[config.mk]
export PLATFORM = sky130hd
export DESIGN_NAME = load_hazard_unit
export DESIGN_NICKNAME = d
export VERILOG_FILES = /design/src/rtl/load_hazard_unit.sv
export SDC_FILE = /design/constraint.sdc
export NUM_CORES = 1
export LEC_CHECK = 0
export ABC_AREA = 0
export CORE_MARGIN = 2
export CORE_UTILIZATION = 30
export CTS_CLUSTER_SIZE = 14
export DETAILED_ROUTE_END_ITERATION = 10
export GPL_ROUTABILITY_DRIVEN = 0
export PLACE_DENSITY = 0.78
export REMOVE_ABC_BUFFERS = 1
export SETUP_SLACK_MARGIN = 0.4
export SLEW_MARGIN = 20
export SYNTH_ARGS = -nofsm -noshare
export SYNTH_HDL_FRONTEND = slang
export SYNTH_SLANG_ARGS = --single-unit
[constraint.sdc]
create_clock -name clk -period 1.38 [get_ports clk]
set_input_delay 0.276 -clock clk [delete_from_list [all_inputs] [get_ports clk]]
set_output_delay 0.276 -clock clk [all_outputs]
set_load 0.005 [all_outputs]
[src/rtl/load_hazard_unit.sv]
// Load-use hazard detector with a shift scoreboard of loads still inside the data-memory latency window.
// Optional stall-cycle counter enabled by defining LOAD_HAZARD_STALL_CNT_EN.
module load_hazard_unit #(
    parameter int REG_W        = 5,
    parameter int LOAD_LATENCY = 2,
    parameter int CNT_W        = 32
) (
    input  logic             clk,
    input  logic             rst_n,
    input  logic [REG_W-1:0] id_rs1,
    input  logic [REG_W-1:0] id_rs2,
    input  logic             id_use_rs1,
    input  logic             id_use_rs2,
    input  logic             id_kill,
    input  logic [REG_W-1:0] ex_rd,
    input  logic             ex_is_load,
    input  logic             mem_stall,
    output logic             stall,
    output logic             flush,
    output logic [3:0]       hazard_age,
    output logic [CNT_W-1:0] stall_cycles
);

    localparam int DEPTH = (LOAD_LATENCY > 1) ? LOAD_LATENCY - 1 : 1;

    function automatic logic src_hit(
        input logic [REG_W-1:0] rd,
        input logic [REG_W-1:0] rs1,
        input logic [REG_W-1:0] rs2,
        input logic             use1,
        input logic             use2
    );
        return (use1 && rs1 == rd) || (use2 && rs2 == rd);
    endfunction

    logic             ex_match;
    logic [DEPTH:1]   pend_match;
    logic [3:0]       age_raw;
    logic             hazard;

    assign ex_match = ex_is_load && (ex_rd != '0)
                    && src_hit(ex_rd, id_rs1, id_rs2, id_use_rs1, id_use_rs2);

    generate
        if (LOAD_LATENCY > 1) begin : g_sb
            logic [DEPTH:1]   pend_valid;
            logic [REG_W-1:0] pend_rd [1:DEPTH];

            // The scoreboard advances with the pipeline, independent of our own stall/flush.
            always_ff @(posedge clk or negedge rst_n) begin
                if (!rst_n) begin
                    pend_valid <= '0;
                end else if (!mem_stall) begin
                    pend_valid[1] <= ex_is_load && (ex_rd != '0);
                    for (int k = 2; k <= DEPTH; k++) begin
                        pend_valid[k] <= pend_valid[k-1];
                    end
                end
            end

            // NOTE: register indices are qualified by pend_valid, so they need no reset.
            always_ff @(posedge clk) begin
                if (!mem_stall) begin
                    pend_rd[1] <= ex_rd;
                    for (int k = 2; k <= DEPTH; k++) begin
                        pend_rd[k] <= pend_rd[k-1];
                    end
                end
            end

            for (genvar k = 1; k <= DEPTH; k++) begin : g_match
                assign pend_match[k] = pend_valid[k]
                    && src_hit(pend_rd[k], id_rs1, id_rs2, id_use_rs1, id_use_rs2);
            end
        end else begin : g_no_sb
            assign pend_match = '0;
        end
    endgenerate

    // NOTE: default first so every path assigns age_raw and no latch is inferred.
    always_comb begin
        age_raw = '0;
        for (int k = DEPTH; k >= 1; k--) begin
            if (pend_match[k]) age_raw = 4'(k + 1);
        end
        if (ex_match) age_raw = 4'd1;
    end

    // NOTE: the EX comparison is purely combinational, so reset must gate it explicitly.
    assign hazard     = (ex_match || (|pend_match)) && !id_kill && rst_n;
    assign stall      = hazard;
    assign flush      = hazard && !mem_stall;
    assign hazard_age = hazard ? age_raw : 4'd0;

`ifdef LOAD_HAZARD_STALL_CNT_EN
    logic [CNT_W-1:0] cnt_q;

    always_ff @(posedge clk or negedge rst_n) begin
        if (!rst_n) begin
            cnt_q <= '0;
        end else if (stall && !mem_stall && (cnt_q != '1)) begin
            cnt_q <= cnt_q + CNT_W'(1);
        end
    end

    assign stall_cycles = cnt_q;
`else
    assign stall_cycles = '0;
`endif

endmodule

==> results of run 1 <==
==> through the flow <==
stage          utilization, %  std cells  total power [mW]  setup TNS, ps  setup WS (ps)
6_report                 42.3        152             0.626          -1470           -411
3_5_place_dp             39.9        147             0.434          -4680          -1110
5_1_grt                  42.3        152             0.672          -1930           -545
2_1_floorplan               -         85             0.321           -187          -70.7
3_3_place_gp             39.9        147             0.427          -4570          -1100
4_1_cts                  42.1        152             0.627          -1540           -432
==> timing repair <==
item,4_1_cts,5_1_grt
pin swaps,13,7
setup buffers,1,0
endpoints found under the setup margin,10,5
gates cloned,0,0
gates resized for setup,67,10
==> layer usage <==
layer	up-vias	share of wire [%]
li1	295	-
met1	285	35
met2	42	55
met3	0	10
met4	0	0
met5	-	0
==> registers in the layout (all words and copies together), names as in the netlist <==
name,count
g_sb.pend_rd,5
g_sb.pend_valid,1
==> synth_stat cells <==
cell type  instances
and2_0             1
or4_1              1
inv_1              2
dfrtp_1            1
o21a_1             1
xor2_1             8
nand4_1            2
nor4_1             2
a32oi_1            1
buf_4             34
xnor2_1           12
or2b_1             1
conb_1             1
o2111a_1           1
o21ai_1            1
nand3_1            3
o22ai_1            2
o2bb2ai_1          1
nor2_1             2
edfxtp_1           5
nand2_1            2
o22a_1             1
o21ai_0            1
==> critical path: cells and delay by family, from the launching register on <==
kind                   cells  cell delay, ps
buffers and inverters      1             140
XOR/XNOR                   1             160
flip-flops                 1             430
AND/OR/NAND/NOR            1             150
AO/OA/AOI/OAI              2             400
==> cell type report <==
class | count | area, um^2
Fill cell | 242 | 1400
Multi-Input combinational cell | 77 | 515
Timing Repair Buffer | 33 | 264
Sequential cell | 6 | 175
Tap cell | 30 | 37.5
Clock buffer | 4 | 26.3
Inverter | 2 | 10.0
==> cells by family (layout without fill, tap and decap cells) <==
family | Yosys count | after routing | synth area share, %
other | 1 | 34 | 0.493
AND/OR/NAND/NOR | 14 | 14 | 10.0
XOR/XNOR | 20 | 20 | 23.0
buffers and inverters | 36 | 39 | 34.5
AO/OA/AOI/OAI | 9 | 9 | 8.88
flip-flops | 6 | 6 | 23.0
==> power breakdown <==
group	internal [mW]	switching [mW]	leakage, nW
Combinational	0.110	0.109	0.379
Sequential	0.214	0.0128	0.0612
Clock	0.110	0.0693	0.0150
==> worst paths after layout <==
kind,cells after the start,slack [ps],start,end
setup / recovery,5,-410,g_sb.pend_rd[1][0],stall
min in group asynchronous,2,300,rst_n,g_sb.pend_valid
setup reg to reg,2,740,g_sb.pend_valid,g_sb.pend_valid
hold / removal,1,220,ex_rd[0],g_sb.pend_rd[1][0]
max in group asynchronous,2,990,rst_n,g_sb.pend_valid
hold reg to reg,2,560,g_sb.pend_valid,g_sb.pend_valid
==> impl_metrics.tcl, run 1 <==
set metrics [dict create \
    status "complete, but fails checks" \
    failed_checks "setup timing" \
    setup_slack_ps -411 \
    initial_core_util_pct 31.3 \
    io-pin-count 60 \
    end_kind "output pin" \
    fmax_mhz 558 \
    yosys.area.top_type_share_pct 33.6 \
    h-tree-depth 1 \
    vdd_drop_max_v 0.000364 \
    place_area_um2 970 \
    finalCritPeriodShare_pct 130 \
    crit_path_top_delay_cell "edfxtp_1" \
    leakage_nw 0.455 \
    die_w_um 54.4 \
    rows 18 \
    clk_pin_slew_ps 40 \
    path_max_fanout 2 \
    cts_max_path_buffers 2 \
    power.density_mw_per_mm2 608 \
    start_kind "flip-flop" \
    port_buffers 25 \
    netlist.top_cell.by_area "buf_4" \
    syn2layout_area_growth_pct 35.2 \
    overflow 0 \
    netlist_instances 86 \
    cap_viol_max_count 0 \
    drt-total-wl_um 1650 \
    hp-class "input pin to flip-flop" \
    syn_area_um2 761 \
    grt_pass1_vias 642 \
    ys_seq_area_share_pct 23.0 \
    vias 622 \
    cts.sinks 6 \
    ys_ff_latch 6 \
    antennaDiodeCount 0 \
    met1_usage_pct 13.6 \
    dieArea_mm2 0.00295 \
    final_antenna_net_count 0 \
    use_met2_pct 23.1 \
    final_common_cell "conb_1" \
    antenna_found_initial 0 \
    drc_errors 0 \
    busiest_layer "met2" \
    yosysWarnings 0 \
    max_stage_delay_ps 430 \
    synth.avg_cell_area_um2 8.85 \
    drt-initial-drc-count 12 \
    grt_first_pass_wirelength_um 2710 \
    cts_hold_buf 0 \
    clock_latency_ps 250 \
    grt_usage_pct 12.9 \
    core_area_mm2 0.00243 \
    final_cell_mix "conb_1 (34), xnor2_1 (12), buf_2 (8), clkdlybuf4s50_1 (6), buf_4 (6)" \
    grtUsageMet3_pct 3.55 \
    final-hold-violation-count 0 \
    setup-violations-final 4 \
    synth_area_leaders "buf_4 (34%), edfxtp_1 (20%), xnor2_1 (14%)" \
    skew_ps 0 \
    grt_max_degree 6 \
    path_cells "xnor2_1 -> nand4_1 -> o22a_1 -> o22ai_1 -> buf_2" \
    wl_per_cell_um 10.9 \
    holdWs_ps 217 \
    vias_per_cell 4.09 \
    nNetsFinal 145 \
    cts_buffers 3 \
    drive_above_1_share_pct 29.5 \
    worstSetupPathType "flip-flop to output pin" \
    worstPathArrival_ps 1510 \
    required_ps 1100 \
    dp_hpwl_um 1390 \
    fin_crit_ps 1790 \
    rsz0062_at_grt "yes" \
    cts_tree "built" \
    synth.distinct_cells 23 \
    die_h_um 54.4 \
    root_buffer "clkbuf_4" \
    maxSlewViolCount 0 \
    stdcell_area_mm2 0.00103 \
    drt_pre_antenna_iters 4 \
]
Note: power is estimated with default switching activity, not from simulation.
==> run 2, diff against run 1 <==
Settings changed: CORE_UTILIZATION 30 to 31, CTS_BUF_LIST set to sky130_fd_sc_hd__clkbuf_2 sky130_fd_sc_hd__clkbuf_4 sky130_fd_sc_hd__clkbuf_8, PLACE_DENSITY 0.78 to 0.8.
==> run 2 against run 1 <==
  * The run still ends with setup timing left
  * Utilization grew 4.4 points
  * Die area is 3.0% lower
  * Final cell count unchanged
  * Clock skew is the same
  * Routed wire length grew 19%
  * Largest cell class unchanged
==> impl_metrics.tcl, run 2 (synthesis results as in run 1) <==
set metrics [dict create \
    overflow 0 \
    vias_per_cell 4.32 \
    power_mw 0.657 \
    initial_core_util_pct 33.4 \
    place_area_um2 960 \
    worstSetupPathType "flip-flop to output pin" \
    status "complete, but fails checks" \
    rows 17 \
    wl_per_cell_um 12.9 \
    final_common_cell "conb_1" \
    power.density_mw_per_mm2 619 \
    leakage_nw 0.472 \
    drc_errors 0 \
    maxSlewViolCount 0 \
    vdd_drop_max_v 0.000273 \
    hp-class "input pin to flip-flop" \
    preCtsSetupSlack_ps -1110 \
    vias 656 \
    worst-path-stages 6 \
    final_cells 152 \
    largest_registers "g_sb.pend_rd x5, g_sb.pend_valid x1" \
    top_register "g_sb.pend_rd" \
    required_ps 1100 \
    setup_slack_ps -475 \
    drt-total-wl_um 1970 \
    syn2layout_area_growth_pct 39.6 \
    drt-initial-drc-count 16 \
    path_cells "xnor2_1 -> nand4_1 -> o22ai_2 -> buf_4 -> o2bb2ai_2 -> buf_2" \
    cts.sinks 6 \
    setup-violations-final 4 \
    fin_setup_tns_ps -1750 \
    cts_max_path_buffers 2 \
    holdWs_ps 206 \
    antennaDiodeCount 0 \
    stdcell_area_mm2 0.00106 \
    clock_latency_ps 250 \
    core_area_mm2 0.00228 \
    largest_register_ffs 5 \
    nNetsFinal 147 \
    drt_pre_antenna_iters 4 \
    max_stage_delay_ps 410 \
    final-hold-violation-count 0 \
    end_kind "output pin" \
    path_buf_inv 2 \
    final_antenna_net_count 0 \
    drive_above_1_share_pct 30.6 \
    fin_crit_ps 1860 \
    start_kind "flip-flop" \
    cts_tree "built" \
    skew_ps 0 \
    final_cell_mix "conb_1 (34), xnor2_1 (12), buf_4 (9), buf_2 (8), xor2_1 (7)" \
    cts_hold_buf 0 \
    nFillCells 220 \
    min_path_cells 1 \
    rsz0062_at_grt "yes" \
    port_buffers 25 \
    crit_path_top_delay_cell "edfxtp_1" \
    antenna_found_initial 0 \
    cap_viol_max_count 0 \
    h-tree-depth 1 \
    grt_max_degree 6 \
    clk_pin_slew_ps 50 \
    crit_family "flip-flops" \
    io-pin-count 60 \
    failed_checks "setup timing" \
    root_buffer "clkbuf_4" \
    grt_pass1_vias 610 \
    finalCritPeriodShare_pct 134 \
    die_h_um 53.5 \
    die_w_um 53.5 \
    dieArea_mm2 0.00287 \
    placed_cells 144 \
    worstPathArrival_ps 1580 \
    grt_usage_pct 14.9 \
    worstRegToRegCells 2 \
    grt_first_pass_wirelength_um 2910 \
    dp_hpwl_um 1420 \
    fmax_mhz 539 \
    utilization_pct 46.7 \
    path_max_fanout 2 \
    cts_buffers 3 \
]
-- run 2: cell count changes in the layout (fill, tap and decap cells not counted), moves of 2 or more --
cell             previous run  this run
buf_4                       6         9
buf_6                       3         1
clkbuf_2                    3         0
clkdlybuf4s15_1             0         2
xor2_1                      5         7
xor2_2                      3         1
-- run 2: final timing paths --
kind / startpoint / endpoint / slack (ps)
setup / recovery: g_sb.pend_rd[1][1] / flush / -480
hold / removal: ex_rd[4] / g_sb.pend_rd[1][4] / 210
setup reg to reg: g_sb.pend_valid / g_sb.pend_valid / 750
hold reg to reg: g_sb.pend_valid / g_sb.pend_valid / 520
max in group asynchronous: rst_n / g_sb.pend_valid / 980
min in group asynchronous: rst_n / g_sb.pend_valid / 300
-- run 2: worst register-to-register path: stages (launching register included) --
cell     delay [ps]
dfrtp_1         390
nand2_1          80
o21ai_2          50
-- run 2: metal layers --
metal,up-vias,part of all wire (%),GRT usage (%)
met5,-,0,0
met4,0,2.6,6.84
met3,7,13,5.00
met2,54,49,26.5
met1,296,35,15.7
li1,299,-,-
-- run 2: where the power goes --
group / switching (mW) / leakage, nW / internal, mW
logic: 0.116 / 0.393 / 0.113
registers: 0.0123 / 0.0612 / 0.214
clock network: 0.0725 / 0.0184 / 0.130
total: 0.200 / 0.472 / 0.457
-- run 2: final cells by class --
class                           instances  area, um^2  area share, %
Multi-Input combinational cell         77         519           48.9
Timing Repair Buffer                   35         293           27.6
Sequential cell                         6         175           16.5
Tap cell                               28        35.0           3.30
Clock buffer                            4        30.0           2.83
Inverter                                2        10.0          0.942
-- run 2: repair_timing --
action / in CTS / in global routing
pin swaps: 16 / 5
setup buffers: 4 / 0
endpoints found under the setup margin: 10 / 5
gates resized for setup: 73 / 3
==> run 3, diff against run 2 <==
Settings changed: ABC_AREA 0 to 1, CORE_UTILIZATION 31 to 33, HOLD_SLACK_MARGIN set to 0.05, SKIP_CTS_REPAIR_TIMING set to 1.
==> run 3 against run 2 <==
  * The flow still finishes with violations (setup timing)
  * Clock skew is the same
  * Count of clock-buffer cells in the layout is the same
  * Critical endpoint is now hazard_age[1]
  * Sequential power is essentially flat
  * Power shrank 2.2%
  * Area after synthesis grew 14%
  * Largest power group is now sequential cells
  * Combinational power shrank 6%
  * Synthesized cell count grew 72%
  * Largest cell class unchanged
  * Via count grew 31%
  * Sequential share of layout area shrank 1.0 points
  * Highest routed layer unchanged
  * Final cell count grew 38%
  * Flip-flop and latch count is the same
==> impl_metrics.tcl, run 3 <==
set metrics [dict create \
    overflow 0 \
    dieArea_mm2 0.00306 \
    synth.avg_cell_area_um2 5.87 \
    setup-violations-final 4 \
    end_kind "output pin" \
    wl_per_cell_um 9.25 \
    reg2reg_from "g_sb.pend_valid" \
    clock_latency_ps 240 \
    vias 857 \
    rsz0062_at_grt "yes" \
    h-tree-depth 1 \
    cpMostUsedCell "nand2_1" \
    final_antenna_net_count 0 \
    drive_above_1_share_pct 17.8 \
    io-pin-count 60 \
    finalCritPeriodShare_pct 134 \
    cts_tree "built" \
    maxSlewViolCount 0 \
    ys_ff_latch 6 \
    failed_checks "setup timing" \
    root_buffer "clkbuf_4" \
    syn2layout_area_growth_pct 30.3 \
    fin_crit_ps 1850 \
    vias_per_cell 4.08 \
    hp-class "input pin to asynchronous set/reset pin" \
    leakage_nw 0.789 \
    stdcell_area_mm2 0.00113 \
    grt_usage_pct 11.6 \
    yosys.area.top_type_share_pct 29.4 \
    regToRegSetupSlack_ps 780 \
    grt_pass1_vias 750 \
    final-hold-violation-count 0 \
    top_register "g_sb.pend_rd" \
    max_stage_delay_ps 430 \
    largest_registers "g_sb.pend_rd x5, g_sb.pend_valid x1" \
    antennaDiodeCount 0 \
    largest_register_ffs 5 \
    worstRegToRegCells 2 \
    final_cell_mix "nand2_1 (53), conb_1 (34), dlymetal6s2s_1 (16), nor2_1 (14), inv_1 (13)" \
    clk_pin_slew_ps 60 \
    preCtsSetupSlack_ps -940 \
    ys_async_sr_fraction_pct 16.7 \
    die_h_um 55.3 \
    synth_common_cells "nand2_1 (54), buf_4 (34), inv_1 (18), nor2_1 (16)" \
    drt-initial-drc-count 13 \
    path_max_fanout 4 \
    synth.most_common_cell "nand2_1" \
    nNetsFinal 203 \
    worstPathArrival_ps 1580 \
    synth_area_leaders "buf_4 (29%), nand2_1 (23%), edfxtp_1 (17%)" \
    drt-total-wl_um 1940 \
    yosysWarnings 0 \
    grt_max_degree 6 \
    netlist_instances 148 \
    ys_seq_area_share_pct 20.2 \
    cap_viol_max_count 0 \
    power_mw 0.643 \
    core_area_mm2 0.00248 \
    dp_hpwl_um 1600 \
    status "complete, but fails checks" \
    synth-edff-count 5 \
    vdd_drop_max_v 0.000294 \
    synth_flop_cell "edfxtp_1" \
    rows 18 \
    skew_ps 0 \
    synth.distinct_cells 16 \
    syn_area_um2 868 \
    power.density_mw_per_mm2 568 \
    cts_max_path_buffers 2 \
    cts_buffers 3 \
    drt_pre_antenna_iters 4 \
    worstSetupPathType "flip-flop to output pin" \
    netlist.top_cell.by_area "buf_4" \
    drc_errors 0 \
    start_kind "flip-flop" \
    port_buffers 25 \
    final_common_cell "nand2_1" \
    antenna_found_initial 0 \
    crit_path_top_delay_cell "edfxtp_1" \
    fmax_mhz 540 \
    reg2reg_to "g_sb.pend_valid" \
    place_area_mm2 0.00105 \
    cts.sinks 6 \
    grt_first_pass_wirelength_um 2910 \
    die_w_um 55.3 \
    setup_slack_ps -473 \
    initial_core_util_pct 35.1 \
    path_cells "nand2_1 -> nand2_1 -> nor2_1 -> nand3_1 -> nand2_1 -> nand2_2 -> buf_6 -> a21oi_2 -> clkbuf_2" \
    required_ps 1100 \
]
[run 3: cell count changes in the layout (fill, tap and decap cells not counted), moves of 6 or more]
cell            before  now
buf_4                9    2
inv_1                1   13
xnor2_1             12    0
dlymetal6s2s_1       0   16
dlygate4sd2_1        6    0
xor2_1               7    0
nor2_1               1   14
buf_2                8    1
inv_2                0    7
nand2_1              2   53
[run 3: cell families after synthesis]
kind of cell           count (synthesis)  share of synthesized area, %
and+or+nand+nor                       79                          36.5
buffers and inverters                 55                          38.5
AOI/OAI and AO/OA                      7                          4.47
DFF                                    6                          20.2
other                                  1                         0.432
[run 3: cell type report]
cell class / count / area (um^2)
timing repair buffer: 29 / 298
tap: 30 / 37.5
sequential: 6 / 175
clock buffer: 4 / 30.0
inverter: 21 / 82.6
fill: 264 / 1350
multi-input combinational: 120 / 508
[run 3: where the power goes]
part / internal, mW / switching [mW] / total, mW
clock: 0.130 / 0.0738 / 0.204
sequential: 0.213 / 0.0103 / 0.224
combinational: 0.0902 / 0.125 / 0.216
total: 0.434 / 0.209 / 0.643
[run 3: worst max path at each step]
stage                                  start             to  slack (ps)  cells after the start
after floorplan           g_sb.pend_rd[1][2]  hazard_age[1]         130                      7
after global placement              ex_rd[2]          flush        -930                     10
after detailed placement            ex_rd[2]          flush        -940                     10
after CTS                           ex_rd[2]          flush        -950                     10
after global routing      g_sb.pend_rd[1][4]  hazard_age[1]        -570                     10
final                     g_sb.pend_rd[1][3]  hazard_age[1]        -470                      9
[run 3: routing by layer]
metal | global-route usage, % | vias to the layer above | routed length, um
li1 | - | 440 | -
met1 | 13.2 | 365 | 798
met2 | 20.6 | 50 | 949
met3 | 2.81 | 2 | 168
met4 | 4.53 | 0 | 27
met5 | 0 | - | 0
[run 3: through the flow]
stage,setup TNS [ps],utilization [%],std cells,hold slack [ps]
finish,-1280,45.7,210,307
global route,-1660,45.7,210,307
CTS,-3620,43.5,209,304
detailed placement,-3660,42.3,205,474
global placement,-3710,42.3,205,461
floorplan,0,-,147,-19.6
[run 3: critical path: cells and delay by family (launching register included)]
family                 cells  cell delay (ps)
AO/OA/AOI/OAI              1              100
buffers and inverters      2              240
flip-flops                 1              430
AND/OR/NAND/NOR            6              560
